**src/rtl/store_rmw_ctrl.sv**
```systemverilog
// Store sequencer for the MEM stage: SW writes straight through, SB/SH do a
// read-modify-write of the containing word with a little-endian lane merge.
module store_rmw_ctrl #(
  parameter int unsigned READ_LATENCY = 1
) (
  input  logic        clk,
  input  logic        rst_n,
  input  logic        req_valid,
  input  logic [31:0] req_addr,
  input  logic [31:0] req_data,
  input  logic [1:0]  req_type,
  output logic        req_ready,
  output logic        stall,
  output logic        misalign,
  output logic        done,
  output logic [31:0] mem_addr,
  output logic        mem_re,
  input  logic [31:0] mem_rdata,
  output logic        mem_we,
  output logic [31:0] mem_wdata
);

  typedef enum logic [1:0] {IDLE, RD_WAIT, WRITE} state_t;

  localparam logic [2:0] LAT = 3'(READ_LATENCY);

  state_t      state_reg, state_next;
  logic [2:0]  cnt_reg;
  logic [1:0]  off_reg;
  logic        half_reg;
  logic [15:0] data_reg;
  logic [31:0] mem_addr_reg;
  logic [31:0] mem_wdata_reg;
  logic [31:0] merged;
  logic        accept;

  // Types 2 and 3 both behave as SW, so req_type[1] selects the direct-write path.
  always_comb begin
    misalign = 1'b0;
    if (state_reg == IDLE && req_valid) begin
      case (req_type)
        2'd0:    misalign = 1'b0;
        2'd1:    misalign = req_addr[0];
        default: misalign = |req_addr[1:0];
      endcase
    end
  end

  assign accept = (state_reg == IDLE) && req_valid && !misalign;

  always_ff @(posedge clk or negedge rst_n) begin
    if (!rst_n) begin
      state_reg <= IDLE;
    end else begin
      state_reg <= state_next;
    end
  end

  always_comb begin
    state_next = state_reg;
    case (state_reg)
      IDLE: begin
        if (accept) begin
          state_next = req_type[1] ? WRITE : RD_WAIT;
        end
      end
      RD_WAIT: begin
        if (cnt_reg == 3'd0) begin
          state_next = WRITE;
        end
      end
      WRITE:   state_next = IDLE;
      default: state_next = IDLE;
    endcase
  end

  always_comb begin
    merged = mem_rdata;
    if (!half_reg) begin
      case (off_reg)
        2'd0: merged[7:0]   = data_reg[7:0];
        2'd1: merged[15:8]  = data_reg[7:0];
        2'd2: merged[23:16] = data_reg[7:0];
        2'd3: merged[31:24] = data_reg[7:0];
        default: merged = mem_rdata;
      endcase
    end else if (off_reg[1]) begin
      merged[31:16] = data_reg;
    end else begin
      merged[15:0] = data_reg;
    end
  end

  // The counter equals LAT only in the first RD_WAIT cycle, which is where the read strobe goes.
  always_ff @(posedge clk or negedge rst_n) begin
    if (!rst_n) begin
      cnt_reg       <= 3'd0;
      off_reg       <= 2'd0;
      half_reg      <= 1'b0;
      data_reg      <= 16'd0;
      mem_addr_reg  <= 32'd0;
      mem_wdata_reg <= 32'd0;
    end else if (accept) begin
      mem_addr_reg <= {req_addr[31:2], 2'b00};
      off_reg      <= req_addr[1:0];
      half_reg     <= req_type[0];
      data_reg     <= req_data[15:0];
      if (req_type[1]) begin
        mem_wdata_reg <= req_data;
      end else begin
        cnt_reg <= LAT;
      end
    end else if (state_reg == RD_WAIT) begin
      if (cnt_reg == 3'd0) begin
        mem_wdata_reg <= merged;
      end else begin
        cnt_reg <= cnt_reg - 3'd1;
      end
    end
  end

  always_comb begin
    req_ready = (state_reg == IDLE);
    stall     = accept || (state_reg == RD_WAIT);
    mem_re    = (state_reg == RD_WAIT) && (cnt_reg == LAT);
    mem_we    = (state_reg == WRITE);
    done      = (state_reg == WRITE);
    mem_addr  = mem_addr_reg;
    mem_wdata = mem_wdata_reg;
  end

endmodule

```
**config.mk**
```make
export PLATFORM = sky130hd
export DESIGN_NAME = store_rmw_ctrl
export DESIGN_NICKNAME = d
export VERILOG_FILES = /design/src/rtl/store_rmw_ctrl.sv
export SDC_FILE = /design/constraint.sdc
export NUM_CORES = 1
export LEC_CHECK = 0
export BUFFER_PORTS_ARGS = -buffer_cell sky130_fd_sc_hd__clkbuf_2
export CORE_MARGIN = 2
export CORE_UTILIZATION = 35
export DETAILED_ROUTE_END_ITERATION = 12
export GPL_ROUTABILITY_DRIVEN = 0
export PLACE_DENSITY = 0.6
export SLEW_MARGIN = 10
export SYNTH_ARGS = -nofsm -noshare
export SYNTH_HDL_FRONTEND = slang
export SYNTH_SLANG_ARGS = --single-unit
```
**constraint.sdc**
```tcl
create_clock -name clk -period 1.55 [get_ports clk]
set_input_delay 0.31 -clock clk [delete_from_list [all_inputs] [get_ports clk]]
set_output_delay 0.31 -clock clk [all_outputs]
set_load 0.01 [all_outputs]
```
## After elaboration in Yosys (flattened, before gate mapping)

Index checks and enable logic that the tools add are counted.

- Add/sub/neg operators: 1
- Equal/unequal tests: 12
- Muxes and demuxes: 21
- Reductions and logical operators: 15

Operator list:

| cell | count |
|---|---|
| 32-bit 2-to-1 mux | 5 |
| 16-bit 2-to-1 mux | 2 |
| 8-bit 2-to-1 mux | 4 |
| 3-bit 2-to-1 mux | 4 |
| 2-bit != test, second input constant | 4 |
| 2-bit by 1-bit equality test with 1-bit output, second input constant | 3 |
| 2-bit equality test, second input constant | 3 |
| 2-bit logical NOT | 3 |
| 2-bit 2-to-1 mux | 3 |
| 3-bit AND reduction | 2 |
| 2-bit one-hot mux with 2 select lines | 1 |
| 2-bit nonzero test | 2 |
| 3-bit by 1-bit equality test with 1-bit output, second input constant | 1 |
| 1-bit logical AND | 3 |
| 3-bit logical NOT | 1 |
| 3-bit by 1-bit subtractor with 3-bit output, second input constant | 1 |
| 2-bit by 1-bit != test with 1-bit output, second input constant | 1 |
| 1-bit one-hot mux with 2 select lines | 1 |
| 2-bit AND reduction | 1 |
| 2-bit OR reduction | 1 |
| 1-bit logical NOT | 1 |
| 1-bit logical OR | 1 |
| 1-bit 2-to-1 mux | 1 |

- Flip-flop bits (word level): 86
- Logic and storage cells: 56

## Depth between registers and ports, before layout

Gate-level depths: netlist of the first run.

- Word-level depth: 7
- Mapped depth: 8
- Gate-level depth less buffers: 7

## Least setup slack after synthesis of the first run

No wires, ideal clock.

- Path kind: register to output
- Start point: register state_reg[0]
- End point: output stall
- Arrival time: 1.279 ns
- Required time: 1.240 ns
- Setup slack: -0.039 ns
- Stages on the path, launching flop included: 6
- Cells stage by stage: dfrtp_1 -> nor3b_4 -> and3_4 -> buf_8 -> buf_8 -> or2_1

- Cells in the longest elaborated chain, start to end: 6
- Elaborated cells between the ends (all ways): 7

Ends and longest elaborated chain:

| item | line | source |
|---|---|---|
| start, declared | 27 | `state_t state_reg, state_next;` |
| start signal, assigned | 55 | `state_reg <= state_next;` |
| 2-bit logical NOT | 40, 49 |  |
| 1-bit logical AND | 40, 49 |  |
| 1-bit 2-to-1 mux | 40 | `if (state_reg == IDLE && req_valid) begin` |
| 1-bit logical NOT | 49 | `assign accept = (state_reg == IDLE) && req_valid && !misalign;` |
| 1-bit logical AND | 49 |  |
| 1-bit logical OR * | 124 | `stall = accept \|\| (state_reg == RD_WAIT);` |
| end, declared | 13 | `output logic stall,` |

Mark *: on every way between the ends. The rest lies on a longest branch, timed or not.

## Final worst setup path of the first run

- Start point: register state_reg[1]
- End point: output stall

Same word-level chain as after synthesis.

==> run metrics, run 1 <==
Max Clk Rate=0.579 GHz; critical path's top delay family=simple AND/OR/NAND/NOR gates; via count=4,122; initial DRC count=277; CTS Buf Count=9; Starting Density=35.9%; ys flop type=dfrtp_1; average wire per standard cell=16.7 µm; Worst-Margin Slew=0.610 ns; Total Wirelength=13,500 µm; fin worst setup slack=-0.178 ns; Crit Reg-Reg Endpoint=mem_wdata[13]$_DFFE_PN0P_; syn_area_per_cell=8.87 µm²; Pwr Total=12.5 mW; height of the die=112 µm; global-route wire length before repair=20,100 µm; Crit path required time=1.24 ns; drt pass-1 iters=5; outcome=finished, violations left; total global-route track usage=20.1%; violated checks=setup timing; synth unique cells=36; r2r startpoint=state_reg[0]$_DFFE_PN0P_; placed cell area=0.00525 mm²; CP Capture Type=primary output; final setup fails=40; area leader, netlist=dfrtp_1; Peak VDD IR=0.905 mV; area occupied by multi-input gates=0.00187 mm²; Post-Place Worst Slack=-0.114 ns; CP max-delay cell=dfrtp_1; Max Cap Viol=0; crit path cell chain=nor3b_4 > and3_4 > or2_4 > buf_6; largest net degree at the start of global routing=46; antenna-violating nets left=0; fin crit share=111%; Yosys reg bits=86; Syn Std Cell Area=0.00412 mm²; Hold Crit Depth=3; DR DRC count=0; Clock transition at path regs=0.06 ns; Worst Hold Endpoint=mem_addr[21]$_DFFE_PN0P_; Sequential Area=0.00215 mm²; largest cells by area after synthesis=dfrtp_1, nand2_1, o21ai_0; async set or reset register ratio after synthesis=100%; CP startpoint kind=flip-flop; I/O pins=171; Cell Rows=39; fillers=1,047; Final #Nets=765; crit path max fanout=3; Post-DP HPWL=9010 µm; most frequent cells after synthesis=nand2_1, dfrtp_1, o21ai_0; CP peak stage delay=0.42 ns; fraction of layout cells with a size suffix above 1=42.5%; max reg flops=32; Worst Skew=0.00672 ns; H-tree lvl count=3; vias in the first global route=3,930; synthesis-to-finish area growth=50.7%; final hold slack=0.160 ns; CP bufs+invs=1; Worst Hold Launch=req_addr[21]; DR vias/cell=5.11; Die W=112 µm; maximum root-to-sink buffer count=2; top cell type's share of synthesized area=52.3%; antenna diode count=0; Seq/Total Area, Yosys=52.3%; RSZ-0062 raised after global routing=true; YS warnings=0; Post-Syn Instances=464; Pwr Density=2010 mW/mm²; CTS tree=yes; non-filler cells, final=807; Layout Cell Area excl Fill=0.00621 mm²; FF-to-FF setup slack=-0.16 ns; Cell Count Post-Placement=769; Post-synth EDFFs=0; relative slew slack=59.2%; die area=0.0126 mm²; Leak=3.19 nW; initial antenna violation count=0; Hold Crit Class=in -> reg; Final Hold Viols=0; Tmin final=1.73 ns; Crit Path Category=reg -> out; core box area=0.0115 mm²; I/O Buffers=168; WP data arrival=1.42 ns; CTS Sinks=86; GRT overflow=0; Worst-Skew Late Latency=0.34 ns; FF-to-FF path depth=9; Final Max Tran Viols=0; CTS Root Cell=clkbuf_16; most numerous cell in the Yosys netlist=nand2_1
[layout make-up]
type / count / share of cell area [%]
clock buffer: 10 / 3.85
clock inverter: 4 / 0.786
inverter: 13 / 0.827
multi-input combinational: 331 / 30.1
sequential: 86 / 34.7
tap: 143 / 2.88
timing repair buffer: 220 / 26.9
[stage by stage]
step,TNS [ns],utilization (%)
after floorplan,-0.0277,-
after global placement,-0.420,45.8
after detailed placement,-1.40,45.8
after CTS,-3.35,50.5
after global routing,-6.82,54.1
final,-3.39,54.1
[tightest hold or removal path: stages]
cell      delay, ns
clkbuf_2       0.07
nand2_1        0.04
nand2_1        0.04
[cell usage in the layout (no fill, tap or decap), drive strengths merged, types with 2 or more instances in the layout]
cell type and instances:
o211ai 8, inv 12, and3 10, a211o 8, o32a 8, clkbuf 180, nor2b 3, clkinv 4
o22ai 10, ha 3, o21ai 51, conb 2, dfrtp 86, o311a 8, nor2 29, buf 49
nand2 149, a21oi 16, nand2b 3, a31oi 8, a211oi 8
[where the power goes]
group / switching, mW / total (mW) / internal, mW
Combinational: 3.20 / 6.18 / 2.98
Sequential: 0.812 / 4.15 / 3.34
Clock: 0.871 / 2.14 / 1.27
[per-layer routing]
| metal | global-route usage [%] | routed length (µm) | part of all wire, % |
|---|---|---|---|
| met5 | 0 | 0 | 0 |
| met4 | 5.53 | 199 | 1.5 |
| met3 | 4.86 | 927 | 6.9 |
| met2 | 32.4 | 6430 | 48 |
| met1 | 27.2 | 5960 | 44 |
[cell families after synthesis]
family                   Yosys count  share of synthesized area, %
AND/OR/NAND/NOR                  197                          19.6
AO/OA/AOI/OAI                    128                          20.4
flip-flops                        86                          52.3
buffers and inverters             48                          6.41
adder cells (fa/ha/maj)            3                         0.912
multiplexers                       1                         0.273
other                              1                        0.0911
[how the worst max path moves through the flow]
stage,startpoint,to,slack (ns),depth (start not counted)
2_1_floorplan,state_reg[1]$_DFFE_PN0P_,stall,-0.03,5
3_3_place_gp,half_reg$_DFFE_PN0P_,mem_wdata[0]$_DFFE_PN0P_,-0.09,4
3_5_place_dp,half_reg$_DFFE_PN0P_,mem_wdata[2]$_DFFE_PN0P_,-0.11,4
4_1_cts,state_reg[0]$_DFFE_PN0P_,stall,-0.19,4
5_1_grt,state_reg[0]$_DFFE_PN0P_,mem_wdata[13]$_DFFE_PN0P_,-0.23,9
6_report,state_reg[1]$_DFFE_PN0P_,stall,-0.18,4
[timing repair]
item                                    4_1_cts  5_1_grt
endpoints found under the hold margin        22        0
buffers inserted                              6        5
hold buffers                                  1        0
endpoints found under the setup margin       36       70
pin swaps                                    10       19
resized for setup                            24       66
gates cloned                                  5        8
No activity file was read; power rests on OpenSTA's default activity.
==> run 2: changes to the inputs <==
--- a/config.mk
+++ b/config.mk
@@ -6,11 +6,13 @@
 export NUM_CORES = 1
 export LEC_CHECK = 0
 export BUFFER_PORTS_ARGS = -buffer_cell sky130_fd_sc_hd__clkbuf_2
+export CAP_MARGIN = 0
 export CORE_MARGIN = 2
 export CORE_UTILIZATION = 35
 export DETAILED_ROUTE_END_ITERATION = 12
 export GPL_ROUTABILITY_DRIVEN = 0
 export PLACE_DENSITY = 0.6
+export RECOVER_POWER = 25
 export SLEW_MARGIN = 10
 export SYNTH_ARGS = -nofsm -noshare
 export SYNTH_HDL_FRONTEND = slang
==> run 2 against run 1 <==
Net effect: the flow still finishes with violations (setup timing); flip-flop and latch count unchanged; final cell count unchanged; first-iteration DRC count up 11%; worst setup slack better by 0.0010 ns; sequential share of layout area up 0.15 points; core utilization down 0.24 points; global-route usage unchanged; critical path type unchanged.
==> run metrics, run 2 (same netlist as run 1, synthesis figures left out) <==
CP peak stage delay=0.42 ns (about the same); fin crit share=111% (about the same); CP startpoint kind=flip-flop; Post-DP HPWL=9010 µm (unchanged); max reg flops=32 (unchanged); CTS Sinks=86 (unchanged); Max Cap Viol=0 (unchanged); I/O Buffers=168 (unchanged); I/O pins=171 (unchanged); Critical Path Stages=4 (unchanged); Starting Density=35.9% (unchanged); commonest cells after routing, fill and taps aside=clkbuf_2, nand2_1, dfrtp_1; DR vias/cell=5.07 (-0.73%); final hold slack=0.161 ns (+0.00113 ns); DR DRC count=0 (unchanged); average wire per standard cell=16.7 µm (-0.31%); most common cell after layout, fill and taps aside=clkbuf_2; Final Max Tran Viols=0 (unchanged); maximum root-to-sink buffer count=2 (unchanged); drt pass-1 iters=4 (-1); antenna-violating nets left=0 (unchanged); synthesis-to-finish area growth=50.0%; final setup fails=40 (unchanged); relative slew slack=58.0% (-1.2 points); crit path max fanout=3 (unchanged); violated checks=setup timing; Crit path required time=1.24 ns (about the same); fillers=1,052 (+0.48%); CTS Buf Count=9 (unchanged); placed cell area=0.00525 mm² (unchanged); outcome=finished, violations left; Tmin final=1.73 ns (-0.00102 ns); Worst Skew=0.00706 ns (+0.000347 ns); Sequential Area=0.00215 mm² (unchanged); height of the die=112 µm (unchanged); GRT overflow=0 (unchanged); Leak=3.18 nW (-0.32%); Max Clk Rate=0.579 GHz (about the same); CTS tree=yes; critical path's top delay family=simple AND/OR/NAND/NOR gates; Layout Cell Area excl Fill=0.00618 mm² (-0.44%); crit path cell chain=nor3b_4 > and3_4 > or2_4 > buf_6; Pwr Density=2020 mW/mm² (+0.33%); core box area=0.0115 mm² (unchanged); largest net degree at the start of global routing=46 (unchanged); Final #Nets=765 (unchanged); Hold Crit Depth=3 (unchanged); Crit Path Category=reg -> out; antenna diode count=0 (unchanged); Clock transition at path regs=0.06 ns (about the same); Peak VDD IR=0.903 mV (-0.27%); vias in the first global route=3,930 (unchanged); H-tree lvl count=3 (unchanged); WP data arrival=1.42 ns (about the same); CP Capture Type=primary output; Total Wirelength=13,500 µm (-0.31%); FF-to-FF path depth=9 (unchanged); via count=4,092 (-0.73%); Worst-Margin Slew=0.630 ns (+0.0198 ns); area occupied by multi-input gates=0.00187 mm² (unchanged); initial DRC count=308 (+11%); Die W=112 µm (unchanged); RSZ-0062 raised after global routing=true; global-route wire length before repair=20,100 µm (unchanged); Cell Rows=39 (unchanged); Worst-Skew Late Latency=0.34 ns (about the same); total global-route track usage=20.1% (unchanged); CTS Root Cell=clkbuf_16; Hold Crit Class=in -> reg; CP max-delay cell=dfrtp_1; fraction of layout cells with a size suffix above 1=42.5% (unchanged); die area=0.0126 mm² (unchanged); CP bufs+invs=1 (unchanged); Final Hold Viols=0 (unchanged); initial antenna violation count=0 (unchanged); fin worst setup slack=-0.177 ns (+0.00102 ns)
## run 2: changes by cell type in the layout (fill, tap and decap cells not counted), sizes merged
| cell | before | now |
|---|---|---|
| clkbuf | 180 | 183 |
| buf | 49 | 46 |
## run 2: layout make-up
cell class              instances  area share (%)
repair buffers                220            26.5
clock inverters                 4           0.790
well taps                     143            2.90
flip-flops and latches         86            34.8
inverters                      13           0.830
multi-input cells             331            30.3
clock buffers                  10            3.87
## run 2: routing by layer
metal	global-route usage [%]	wire, µm	vias up
met2	32.4	6490	153
met5	0	0	-
met4	5.53	227	0
met1	27.2	5770	1946
li1	-	-	1977
met3	4.86	982	16
## run 2: through the flow
step | instances | util [%] | power [mW] | TNS, ns | setup WS [ns]
3_3_place_gp | 769 | 45.8 | 9.11 | -0.420 | -0.0935
4_1_cts | 794 | 50.5 | 11.8 | -3.35 | -0.192
2_1_floorplan | 465 | - | 7.12 | -0.0277 | -0.0277
3_5_place_dp | 769 | 45.8 | 9.25 | -1.40 | -0.114
5_1_grt | 807 | 53.9 | 13.3 | -8.38 | -0.234
6_report | 807 | 53.9 | 12.5 | -3.39 | -0.177
## run 2: path summary, 6_finish.rpt
check,start,endpoint,slack (ns)
min in group asynchronous,rst_n,mem_addr[12]$_DFFE_PN0P_,0.52
worst max register to register,state_reg[0]$_DFFE_PN0P_,mem_wdata[13]$_DFFE_PN0P_,-0.16
worst max-delay path,state_reg[1]$_DFFE_PN0P_,stall,-0.18
max in group asynchronous,rst_n,data_reg[9]$_DFFE_PN0P_,0.13
worst min register to register,mem_addr[18]$_DFFE_PN0P_,mem_addr[18]$_DFFE_PN0P_,0.47
worst min-delay path,req_addr[21],mem_addr[21]$_DFFE_PN0P_,0.16
## run 2: worst register-to-register path, stage by stage (launching register included)
cell	delay, ns
dfrtp_1	0.42
buf_6	0.14
nor2b_4	0.13
buf_6	0.12
a32oi_4	0.24
inv_4	0.12
buf_12	0.16
buf_16	0.13
nor2_1	0.09
a31oi_1	0.05
## run 2: where the power goes
part / switching [mW] / internal [mW] / total [mW]
logic: 3.18 / 2.97 / 6.16
registers: 0.817 / 3.34 / 4.15
clock network: 0.871 / 1.27 / 2.14
## run 2: what timing repair did
action,in CTS,in global routing
hold buffers,1,0
hold endpoints to repair,22,0
setup buffers,6,5
endpoints found under the setup margin,36,70
pin swaps,10,19
gates resized for setup,24,66
gates cloned,5,8
==> run 3: changes to the inputs <==
--- a/config.mk
+++ b/config.mk
@@ -5,13 +5,15 @@
 export SDC_FILE = /design/constraint.sdc
 export NUM_CORES = 1
 export LEC_CHECK = 0
+export ABC_AREA = 1
 export BUFFER_PORTS_ARGS = -buffer_cell sky130_fd_sc_hd__clkbuf_2
 export CAP_MARGIN = 0
 export CORE_MARGIN = 2
 export CORE_UTILIZATION = 35
+export CTS_CLUSTER_DIAMETER = 50
 export DETAILED_ROUTE_END_ITERATION = 12
 export GPL_ROUTABILITY_DRIVEN = 0
-export PLACE_DENSITY = 0.6
+export PLACE_DENSITY = 0.58
 export RECOVER_POWER = 25
 export SLEW_MARGIN = 10
 export SYNTH_ARGS = -nofsm -noshare
==> run 3 against run 2 <==
Net effect: first-iteration DRC count rose by 14%; critical endpoint unchanged; non-clock buffer count fell by 16; final cell count rose by 35%; sequential power rose by 2%; highest routed layer is now met5; critical path depth rose by 3; total power rose by 15%; sequential share of layout area fell by 1.7 points; the flow still finishes with violations (setup timing); register-to-register slack improved by 0.17 ns; fmax rose by 9.9%; worst hold slack got worse by 0.0067 ns; combinational power rose by 25%.
==> run metrics, run 3 <==
Pwr Total=14.3 mW (+15%); synth unique cells=19 (-47%); DR DRC count=0 (unchanged); CP peak stage delay=0.37 ns (-0.05 ns); Seq/Total Area, Yosys=44.3% (-7.9 points); r2r startpoint=cnt_reg[0]$_DFFE_PN0P_; initial antenna violation count=1 (+1); top cell type's share of synthesized area=44.3% (-7.9 points); initial DRC count=350 (+14%); global-route wire length before repair=24,000 µm (+20%); H-tree lvl count=3 (unchanged); Final TNS setup=-0.0209 ns (+3.37 ns); largest net degree at the start of global routing=87 (+89%); Final Hold Viols=0 (unchanged); Leak=3.79 nW (+19%); CTS Root Cell=clkbuf_16; Crit Path Category=reg -> out; Worst-Margin Slew=1.24 ns (+0.608 ns); synthesis-to-finish area growth=33.7%; violated checks=setup timing; Crit path required time=1.24 ns (about the same); CP Capture Type=primary output; CTS tree=yes; relative slew slack=17.5% (-41 points); Cell Rows=43 (+10%); CTS Sinks=86 (unchanged); WP data arrival=1.26 ns (-0.16 ns); Post-Syn Instances=730 (+57%); Crit Reg-Reg Endpoint=mem_wdata[11]$_DFFE_PN0P_; most numerous cell in the Yosys netlist=nand2_1; Max Clk Rate=0.637 GHz (+9.9%); average wire per standard cell=13.9 µm (-17%); outcome=finished, violations left; largest cells by area after synthesis=dfrtp_1, nand2_1, nand3_1; fin worst setup slack=-0.0209 ns (+0.156 ns); ys flop type=dfrtp_1; Post-Place Worst Slack=0.0622 ns (+0.177 ns); most frequent cells after synthesis=nand2_1, nand3_1, dfrtp_1; Worst Skew=0.00682 ns (-0.000243 ns); most common cell after layout, fill and taps aside=nand2_1; Hold Crit Depth=3 (unchanged); drt pass-1 iters=5 (+1); max reg flops=32 (unchanged); CP startpoint kind=flip-flop; Syn Std Cell Area=0.00486 mm² (+18%); die area=0.0148 mm² (+17%); Die W=122 µm (+8.3%); Starting Density=35.4% (-0.51 points); Max Cap Viol=0 (unchanged); fraction of layout cells with a size suffix above 1=26.5% (-16 points); antenna diode count=0 (unchanged); crit-path most repeated cell=nand2_4; vias in the first global route=4,818 (+23%); I/O Buffers=168 (unchanged); crit path max fanout=3 (unchanged); I/O pins=171 (unchanged); total global-route track usage=20.9% (+0.86 points); GRT overflow=0 (unchanged); area leader, netlist=dfrtp_1; Post-synth EDFFs=0 (unchanged); crit path cell chain=inv_2 > nand2_4 > nor2_4 > nand2_4 > buf_6 > nand2_4 > buf_6; FF-to-FF setup slack=0.01 ns (+0.17 ns); DR vias/cell=4.63 (-8.8%); Final #Nets=1,007 (+32%); CTS Buf Count=9 (unchanged); height of the die=122 µm (+8.3%); Final Max Tran Viols=0 (unchanged); Pwr Density=2200 mW/mm² (+9.0%); Yosys reg bits=86 (unchanged); Peak VDD IR=0.795 mV (-12%); Clock transition at path regs=0.06 ns (about the same); FF-to-FF path depth=10 (+1); Worst Hold Launch=req_addr[15]; commonest cells after routing, fill and taps aside=nand2_1, clkbuf_2, nand3_1; Total Wirelength=15,100 µm (+12%); RSZ-0062 raised after global routing=true; Worst-Skew Late Latency=0.35 ns (about the same); Tmin final=1.57 ns (-0.156 ns); final setup fails=1 (-98%); Post-DP HPWL=10,600 µm (+18%); Worst Hold Endpoint=mem_addr[15]$_DFFE_PN0P_; via count=5,033 (+23%); YS warnings=0 (unchanged); maximum root-to-sink buffer count=2 (unchanged); CP max-delay cell=dfrtp_1; fin crit share=101% (-10 points); core box area=0.0137 mm² (+20%); antenna-violating nets left=0 (unchanged); syn_area_per_cell=6.65 µm² (-25%); Hold Crit Class=in -> reg; async set or reset register ratio after synthesis=100% (unchanged)
-- run 3: cell types whose count changed after synthesis, moves of 9 or more --
cell | previous run | this run
and3_1 | 9 | 0
inv_1 | 11 | 31
o22ai_1 | 10 | 0
o21ai_0 | 34 | 11
buf_2 | 13 | 27
a21oi_1 | 16 | 0
nand3_1 | 1 | 108
nand2_1 | 148 | 410
o21ai_1 | 17 | 1
-- run 3: final cells by class --
type | count | area, µm²
clock buffers | 10 | 229
clock inverters | 6 | 86.3
fillers | 1463 | 7230
inverters | 40 | 160
multi-input cells | 562 | 2350
flip-flops and latches | 86 | 2150
well taps | 180 | 225
repair buffers | 204 | 1280
-- run 3: through the flow --
stage / cells / hold slack (ns) / area, µm² / util (%)
floorplan: 731 / 0.0144 / 4860 / -
detailed placement: 1065 / 0.391 / 6010 / 43.8
global route: 1088 / 0.158 / 6490 / 47.3
global placement: 1065 / 0.391 / 6010 / 43.8
finish: 1088 / 0.154 / 6490 / 47.3
CTS: 1085 / 0.0225 / 6390 / 46.6
-- run 3: kinds of logic (layout without fill, tap and decap cells) --
kind of cell    count (synthesis)  after routing  synth area share [%]
compound gates                 12             12                  1.24
fa+ha+maj                       3              3                 0.773
buf+inv                        83            260                  8.19
flops                          86             86                  44.3
other cells                     1              2                0.0772
simple gates                  545            545                  45.4
-- run 3: how the worst max path moves through the flow --
stage                                  start                   endpoint  cells after the start
floorplan             cnt_reg[0]$_DFFE_PN0P_  mem_wdata[10]$_DFFE_PN0P_                     10
global placement                 req_addr[0]     cnt_reg[2]$_DFFE_PN0P_                     11
detailed placement               req_addr[0]     cnt_reg[2]$_DFFE_PN0P_                     11
CTS                 state_reg[0]$_DFFE_PN0P_                      stall                      7
global route        state_reg[1]$_DFFE_PN0P_                      stall                      7
finish              state_reg[1]$_DFFE_PN0P_                      stall                      7
-- run 3: power breakdown --
| group | leakage [nW] | switching, mW | internal (mW) |
|---|---|---|---|
| registers | 1.07 | 0.860 | 3.38 |
| logic | 2.56 | 4.58 | 3.11 |
| clock network | 0.152 | 0.926 | 1.41 |
-- run 3: metal layers --
layer	global-route usage (%)	vias to the layer above	wire [µm]
li1	-	2597	-
met3	5.99	22	1290
met1	27.5	2240	6600
met5	0	-	11
met4	8.26	2	373
met2	32.6	172	6850
-- run 3: timing repair --
item | 4_1_cts | 5_1_grt
buffers inserted | 5 | 0
hold buffers | 0 | 0
pin swaps | 6 | 3
gates cloned | 0 | 3
resized for setup | 10 | 15
endpoints found under the setup margin | 3 | 65
-- run 3: critical path: cells and delay by family (launching register included) --
family / cells / cell delay [ns]
and+or+nand+nor: 4 / 0.24
DFF: 1 / 0.37
buffers and inverters: 3 / 0.29
